[config.mk]
export PLATFORM = sky130hd
export DESIGN_NAME = seq_detector_param
export DESIGN_NICKNAME = d
export VERILOG_FILES = /design/src/rtl/seq_det_pkg.sv /design/src/rtl/seq_det_sat_counter.sv /design/src/rtl/seq_detector_param.sv
export SDC_FILE = /design/constraint.sdc
export NUM_CORES = 1
export LEC_CHECK = 0
export CAP_MARGIN = 20
export CELL_PAD_IN_SITES_DETAIL_PLACEMENT = 1
export CELL_PAD_IN_SITES_GLOBAL_PLACEMENT = 1
export CORE_ASPECT_RATIO = 1.75
export CORE_MARGIN = 5
export CORE_UTILIZATION = 30
export DETAILED_ROUTE_END_ITERATION = 16
export GPL_TIMING_DRIVEN = 0
export PLACE_DENSITY = 0.63
export SYNTH_ARGS = -nofsm -noshare
export SYNTH_HDL_FRONTEND = slang
export SYNTH_HIERARCHICAL = 1
export SYNTH_SLANG_ARGS = --single-unit
[constraint.sdc]
create_clock -name clock -period 6.95 [get_ports clock]
set_clock_uncertainty 0.1 [all_clocks]
set_input_delay 1.39 -clock clock [delete_from_list [all_inputs] [get_ports clock]]
set_output_delay 1.39 -clock clock [all_outputs]
set_load 0.1 [all_outputs]
[src/rtl/seq_det_pkg.sv]
// Shared types for the parametrised serial pattern detector.
// Optional overlapping detection: define SEQ_DET_OVERLAP_EN.
package seq_det_pkg;

  typedef enum logic [1:0] {
    S_IDLE = 2'd0,
    S_FILL = 2'd1,
    S_SCAN = 2'd2,
    S_HIT  = 2'd3
  } seq_det_state_t;

  function automatic int FILL_W(input int len);
    return $clog2(len + 1);
  endfunction

endpackage

[src/rtl/seq_det_sat_counter.sv]
// Saturating up-counter with synchronous clear.
// Clear wins over increment; the count holds at all-ones.
module seq_det_sat_counter #(
  parameter int WIDTH = 8
) (
  input  logic             clock,
  input  logic             reset,
  input  logic             clear,
  input  logic             inc,
  output logic [WIDTH-1:0] count
);

  logic [WIDTH-1:0] r_count;

  always_ff @(posedge clock or posedge reset) begin
    if (reset) begin
      r_count <= '0;
    end else if (clear) begin
      r_count <= '0;
    end else if (inc && (r_count != '1)) begin
      r_count <= r_count + WIDTH'(1);
    end
  end

  assign count = r_count;

endmodule

[src/rtl/seq_detector_param.sv]
// Runtime-loaded serial pattern detector with Moore match flag.
// Define SEQ_DET_OVERLAP_EN for overlapping detection.
module seq_detector_param
  import seq_det_pkg::*;
#(
  parameter int PATTERN_LEN = 4,
  parameter int MATCH_CNT_W = 8
) (
  input  logic                   clock,
  input  logic                   reset,
  input  logic                   enable,
  input  logic                   cfg_load,
  input  logic [PATTERN_LEN-1:0] cfg_pattern,
  input  logic                   din,
  input  logic                   din_valid,
  output logic                   match,
  output logic [MATCH_CNT_W-1:0] match_count
);

  localparam int FW = FILL_W(PATTERN_LEN);
  localparam logic [FW-1:0] FULL = FW'(PATTERN_LEN);

  seq_det_state_t         r_state;
  seq_det_state_t         w_next;
  logic [PATTERN_LEN-1:0] r_pattern;
  // Only the newest LEN-1 bits are kept; din completes the window.
  logic [PATTERN_LEN-2:0] r_hist;
  logic [PATTERN_LEN-2:0] w_hist_nxt;
  logic [FW-1:0]          r_fill;
  logic [FW-1:0]          w_fill_nxt;
  logic [FW-1:0]          w_fill_inc;
  logic [PATTERN_LEN-1:0] w_shift;
  logic                   w_sample;
  logic                   w_hit;

  assign w_sample = din_valid & enable & ~cfg_load
                  & (r_state != S_IDLE);
  assign w_shift  = {r_hist, din};
  assign w_hit    = (w_shift == r_pattern);
  assign w_fill_inc = (r_fill == FULL) ? FULL
                                       : r_fill + FW'(1);

  always_comb begin
    w_next     = r_state;
    w_hist_nxt = r_hist;
    w_fill_nxt = r_fill;
    if (cfg_load) begin
      w_next     = S_FILL;
      w_hist_nxt = '0;
      w_fill_nxt = '0;
    end else begin
      unique case (r_state)
        S_IDLE: ;
        S_FILL: begin
          if (w_sample) begin
            w_hist_nxt = w_shift[PATTERN_LEN-2:0];
            w_fill_nxt = w_fill_inc;
            if (w_fill_inc == FULL)
              w_next = w_hit ? S_HIT : S_SCAN;
          end
        end
        S_SCAN: begin
          if (w_sample) begin
            w_hist_nxt = w_shift[PATTERN_LEN-2:0];
            w_fill_nxt = w_fill_inc;
            if (w_hit) w_next = S_HIT;
          end
        end
        S_HIT: begin
`ifdef SEQ_DET_OVERLAP_EN
          w_next = S_SCAN;
          if (w_sample) begin
            w_hist_nxt = w_shift[PATTERN_LEN-2:0];
            w_fill_nxt = w_fill_inc;
            if (w_hit) w_next = S_HIT;
          end
`else
          // A sample here opens a fresh window.
          w_next     = S_FILL;
          w_hist_nxt = '0;
          w_fill_nxt = '0;
          if (w_sample) begin
            w_hist_nxt = (PATTERN_LEN-1)'(din);
            w_fill_nxt = FW'(1);
          end
`endif
        end
        default: w_next = S_IDLE;
      endcase
    end
  end

  always_ff @(posedge clock or posedge reset) begin
    if (reset) begin
      r_state   <= S_IDLE;
      r_pattern <= '0;
      r_hist    <= '0;
      r_fill    <= '0;
    end else begin
      r_state <= w_next;
      r_hist  <= w_hist_nxt;
      r_fill  <= w_fill_nxt;
      if (cfg_load) r_pattern <= cfg_pattern;
    end
  end

  seq_det_sat_counter #(
    .WIDTH(MATCH_CNT_W)
  ) u_cnt (
    .clock (clock),
    .reset (reset),
    .clear (cfg_load),
    .inc   (w_next == S_HIT),
    .count (match_count)
  );

  assign match = (r_state == S_HIT);

endmodule

======== Word level (Yosys, flattened, before mapping) ========
Index checks and enable logic that the tools add are counted.
word-level totals
  flip-flop bits (word level) ............. 20
  input port bits ......................... 10
  output and inout port bits .............. 9
  logic and storage cells ................. 44
operators by class
  $add $sub $neg .......................... 2
  equal/unequal tests ..................... 9
  muxes and demuxes ....................... 18
  bitwise gates (word level) .............. 4
  reduce and logical (&&, ||, !) cells .... 6
operators by type and width
  cell                   count
  $mux W8                2
  $mux W3                5
  $pmux W3 S2            2
  $mux W2                5
  $add A8 B1 Y8 const B  1
  $ne A8 B8 Y1 const B   1
  $eq A2 B2 Y1 const B   3
  $eq A3 B3 Y1 const B   2
  $pmux W2 S3            1
  $eq A4 B4 Y1           1
  $reduce_bool A2 Y1     2
  $add A3 B1 Y3 const B  1
  $and A1 B1 Y1          3
  $mux W1                3
  $ne A3 B1 Y1 const B   1
  $reduce_bool A3 Y1     1
  $eq A2 B1 Y1 const B   1
  $reduce_and A2 Y1      1
  $reduce_or A2 Y1       1
  $logic_and A1 B1 Y1    1
  $not A1 Y1             1

======== Logic depth before layout (Yosys ltp) ========
  depth in word-level cells ............... 11
  gate-level depth with buffers ........... 10
  mapped depth without buffers ............ 10

======== Hierarchy ========
The synthesis kept the hierarchy.
by module, submodules not included
  module               instances  cells an instance  area an instance (µm²)
  seq_detector_param   1          73                 787.0
  seq_det_sat_counter  1          49                 504.2

======== Least setup slack after synthesis ========
OpenSTA, ideal clock, no wires.
  kind .................................... input to register
  start point ............................. input port cfg_load
  end point ............................... register u_cnt.r_count[5], in the netlist u_cnt/count[5]
  arrival ................................. 3354 ps
  required time ........................... 6725 ps
  slack ................................... 3371 ps
  stages on the path ...................... 8
  buffers on the path ..................... 0
  cells stage by stage .................... nand4bb_4 > a2111oi_4 > nor3_1 > a2111oi_2 > nor3b_2 > nand4_1 > a211oi_2 > mux2_4
between the ends
  longest elaborated chain between the ends .. 9
  elaborated cells between the ends (all ways) .. 11
ends and longest elaborated chain
  element                           RTL line                                            RTL
  from (decl)                       seq_detector_param.sv:12                            input logic cfg_load,
  $not A1 Y1                        seq_detector_param.sv:36                            assign w_sample = din_valid & enable & ~cfg_load
  $and A1 B1 Y1                     seq_detector_param.sv:36
  $and A1 B1 Y1                     seq_detector_param.sv:37                            & (r_state != S_IDLE);
  $mux W2 (on tied branches)        seq_detector_param.sv:63, seq_detector_param.sv:55
  $pmux W2 S3                       seq_detector_param.sv:52                            unique case (r_state)
  $mux W2 (*)                       seq_detector_param.sv:47                            if (cfg_load) begin
  named net w_next[1]               seq_detector_param.sv:24                            seq_det_state_t w_next;
  $eq A2 B2 Y1 (*)                  seq_detector_param.sv:113                           .inc (w_next == S_HIT),
  $logic_and A1 B1 Y1 (*)           seq_det_sat_counter.sv:20                           end else if (inc && (r_count != '1)) begin
  $reduce_bool A2 Y1 (no line) (*)  -
  to (signal assigned)              seq_det_sat_counter.sv:21                           r_count <= r_count + WIDTH'(1);
  to (decl)                         seq_det_sat_counter.sv:13                           logic [WIDTH-1:0] r_count;
Mark *: on every way through the listed nets, which the timed path passes. The rest lies on a longest branch.
A chain may end at the register's enable or synchronous reset.

======== Final worst setup path ========
Same ends and word-level chain as after synthesis.

==> metrics.txt <==
status=finished, final reports clean; maxcap violations=0; cts repair resizes=0; I/O pin count=19; Leak=about 0.00069 uW; share of layout cells above drive strength 1=about 17%; final cell area excluding filler cells=between 1500 and 2000 um2; Pint=217 uW; fin nets=about 160; syn_nets=between 100 and 150; dpl hpwl=approximately 2400 um; Comb power frac=around 14%; initial antenna violation count=0; non-filler cells, final=about 190; cells on worst reg2reg path=10; worst endpoint required time=7.00 ns; Fill cells=between 400 and 500; most frequent cells in the layout=dfrtp_1 (20), clkdlybuf4s50_1 (18), nor2_1 (11); Area Growth Syn to Fin=24.2%; largest net degree at the start of global routing=13; initial DRC count=21; Mapped Area=between 1000 and 1500 um2; Clock transition at path regs=about 0.08 ns; fin crit period=4.27 ns; vias in the first global route=about 1,100; residual DRC count=0; Root Driver=clkbuf_8; first-pass GRT wire length=roughly 5200 um; Vias=about 1,000; Tcrit/Tclk final=61.5%; Starting Density=between 30% and 40%; Die Ht=slightly below 100 um; Placed Instance Area=1530 um2; Post-Syn Area per Cell=around 11 um2; dpl cells=189; Clk pwr share=between 40% and 50%; Top FF cell, synth=dfrtp_1; largest vdd supply drop=roughly 0.00010 V; gr usage total=11.4%; TritonRoute pass-1 iters=2; RSZ-0062 raised after global routing=false; CTS max path bufs=2; Net Sw Frac=roughly 23%; EDFF count, synth=0; TritonCTS buffer count=3; worst path arrival time=4.32 ns; DIE AREA=approximately 5800 um2; Worst Setup Start Kind=input pin; Flop pwr share=approximately 45%; critical path class=in -> reg; Seq/Total Area, Yosys=between 30% and 40%; grt ovf=0; hold buffer count at CTS=0; slew margin rel.=between 30% and 40%; row cnt=31; drt wl/cell=between 15 and 20 um; Detail Route Antenna Nets=0; Worst-Margin Slew=a little under 1 ns; Chip Width=approximately 60 um; I/O Buffers=18; Syn Inst Count=around 120; number of synthesis warnings=6; diodes inserted=0; Routability Congestion=between 0.8 and 0.9; drt total wl=2990 um; Sink Count=20; Hold/Removal Path Class=reg -> reg; Final TNS setup=0 ns; P per Cell Area=175 nW/um2; Fin. Hold Viols=0; Hold Crit Depth=1; Final setup viols=0; FF+latch count, synth=20; Clock Latency Late Sink=roughly 0.26 ns; Setup Fix Bufs, Post-CTS=0; commonest non-fill, non-tap cell in the layout=dfrtp_1; Slew Viols, Final=0; core area=approximately 4200 um2; CTS tree=built; CP Max Fanout=8; CP endpoint kind=register; Max Clk Rate=approximately 230 MHz; unique cell type count in the Yosys netlist=46; CTS H-tree lvls=1; Psw=about 64 uW; DR vias/cell=5.19; Async S/R FF share, synth=100%
==> worst paths after layout <==
check	from	to	slack, ns
max	cfg_load	u_cnt/count[5]	2.68
min	r_pattern[3]	r_pattern[3]	0.43
max reg2reg	r_state[0]	u_cnt/count[5]	3.55
min reg2reg	r_pattern[3]	r_pattern[3]	0.43
max in group asynchronous	reset	r_state[0]	5.08
min in group asynchronous	reset	u_cnt/count[4]	1.31
==> Yosys cell counts (2+ instances only) <==
cell      number  area, um2
xor2_1         4       35.0
nor2_1        11       41.3
inv_1          7       26.3
nand3_1        2       10.0
mux2_2         4       45.0
nand2_1        8       30.0
a22oi_1        2       15.0
dfrtp_1       20        500
nor2b_1        4       25.0
ha_1           8        100
nor4_1         2       12.5
a21oi_1        4       20.0
a21oi_2        2       17.5
clkbuf_1       2       7.51
and3_1         2       12.5
mux2_4         4       60.1
nand2b_1       3       18.8
nand4_1        2       12.5
nor3_1         4       20.0
==> stage by stage <==
stage / hold WS, ns / setup WS (ns) / total power [uW] / util [%]
floorplan: 0.401 / 3.37 / 153 / -
global placement: 0.413 / 2.41 / 166 / 36.9
detailed placement: 0.423 / 2.35 / 168 / 36.9
CTS: 0.441 / 2.62 / 285 / 38.6
global route: 0.473 / 2.38 / 297 / 38.6
finish: 0.434 / 2.68 / 280 / 38.6
==> sequential cells by signal, summed over array words and instances, names as in the netlist <==
register and flops:
r_fill 3, r_hist 3, r_pattern 4, r_state 2, u_cnt/count 8
==> power groups by stage <==
stage               registers, uW  clock network [uW]  logic (uW)
floorplan                     126                   0        26.9
global placement              127                   0        38.8
detailed placement            128                   0        40.3
CTS                           125                 119        40.6
global route                  126                 126        44.9
finish                        125                 115        39.6
==> worst max-delay path: stages <==
cell,delay (ns)
clkdlybuf4s50_1,0.57
nand4bb_4,0.29
a2111oi_4,0.34
nor3_1,0.12
a2111oi_2,0.33
nor3b_2,0.38
nand4_1,0.27
a211oi_2,0.31
mux2_4,0.32
==> final cells by class <==
cell class | instances | area, um2 | share of cell area (%)
multi-input combinational | 92 | 746 | 46.5
tap | 49 | 61.3 | 3.82
sequential | 20 | 500 | 31.2
clock inverter | 1 | 30.0 | 1.87
timing repair buffer | 18 | 180 | 11.2
buffer | 3 | 18.8 | 1.17
clock buffer | 3 | 41.3 | 2.57
inverter | 7 | 26.3 | 1.64
==> kinds of logic (layout without fill, tap and decap cells) <==
group	after synthesis	in the layout	synth area share (%)
and+or+nand+nor	49	49	23.2
AOI/OAI and AO/OA	22	22	15.2
DFF	20	20	38.8
buffers and inverters	10	32	3.49
muxes	9	9	8.91
adders and majority gates	8	8	7.75
xor gates and xnor gates	4	4	2.71
==> metal layers <==
layer | global-route usage (%) | up-vias | share of wire, %
met4 | 4.61 | 0 | 1.2
met3 | 1.86 | 4 | 3.2
met2 | 20.1 | 17 | 55
met1 | 13.2 | 496 | 41
met5 | 0 | - | 0
li1 | - | 485 | -
No activity file was read; power rests on OpenSTA's default activity.
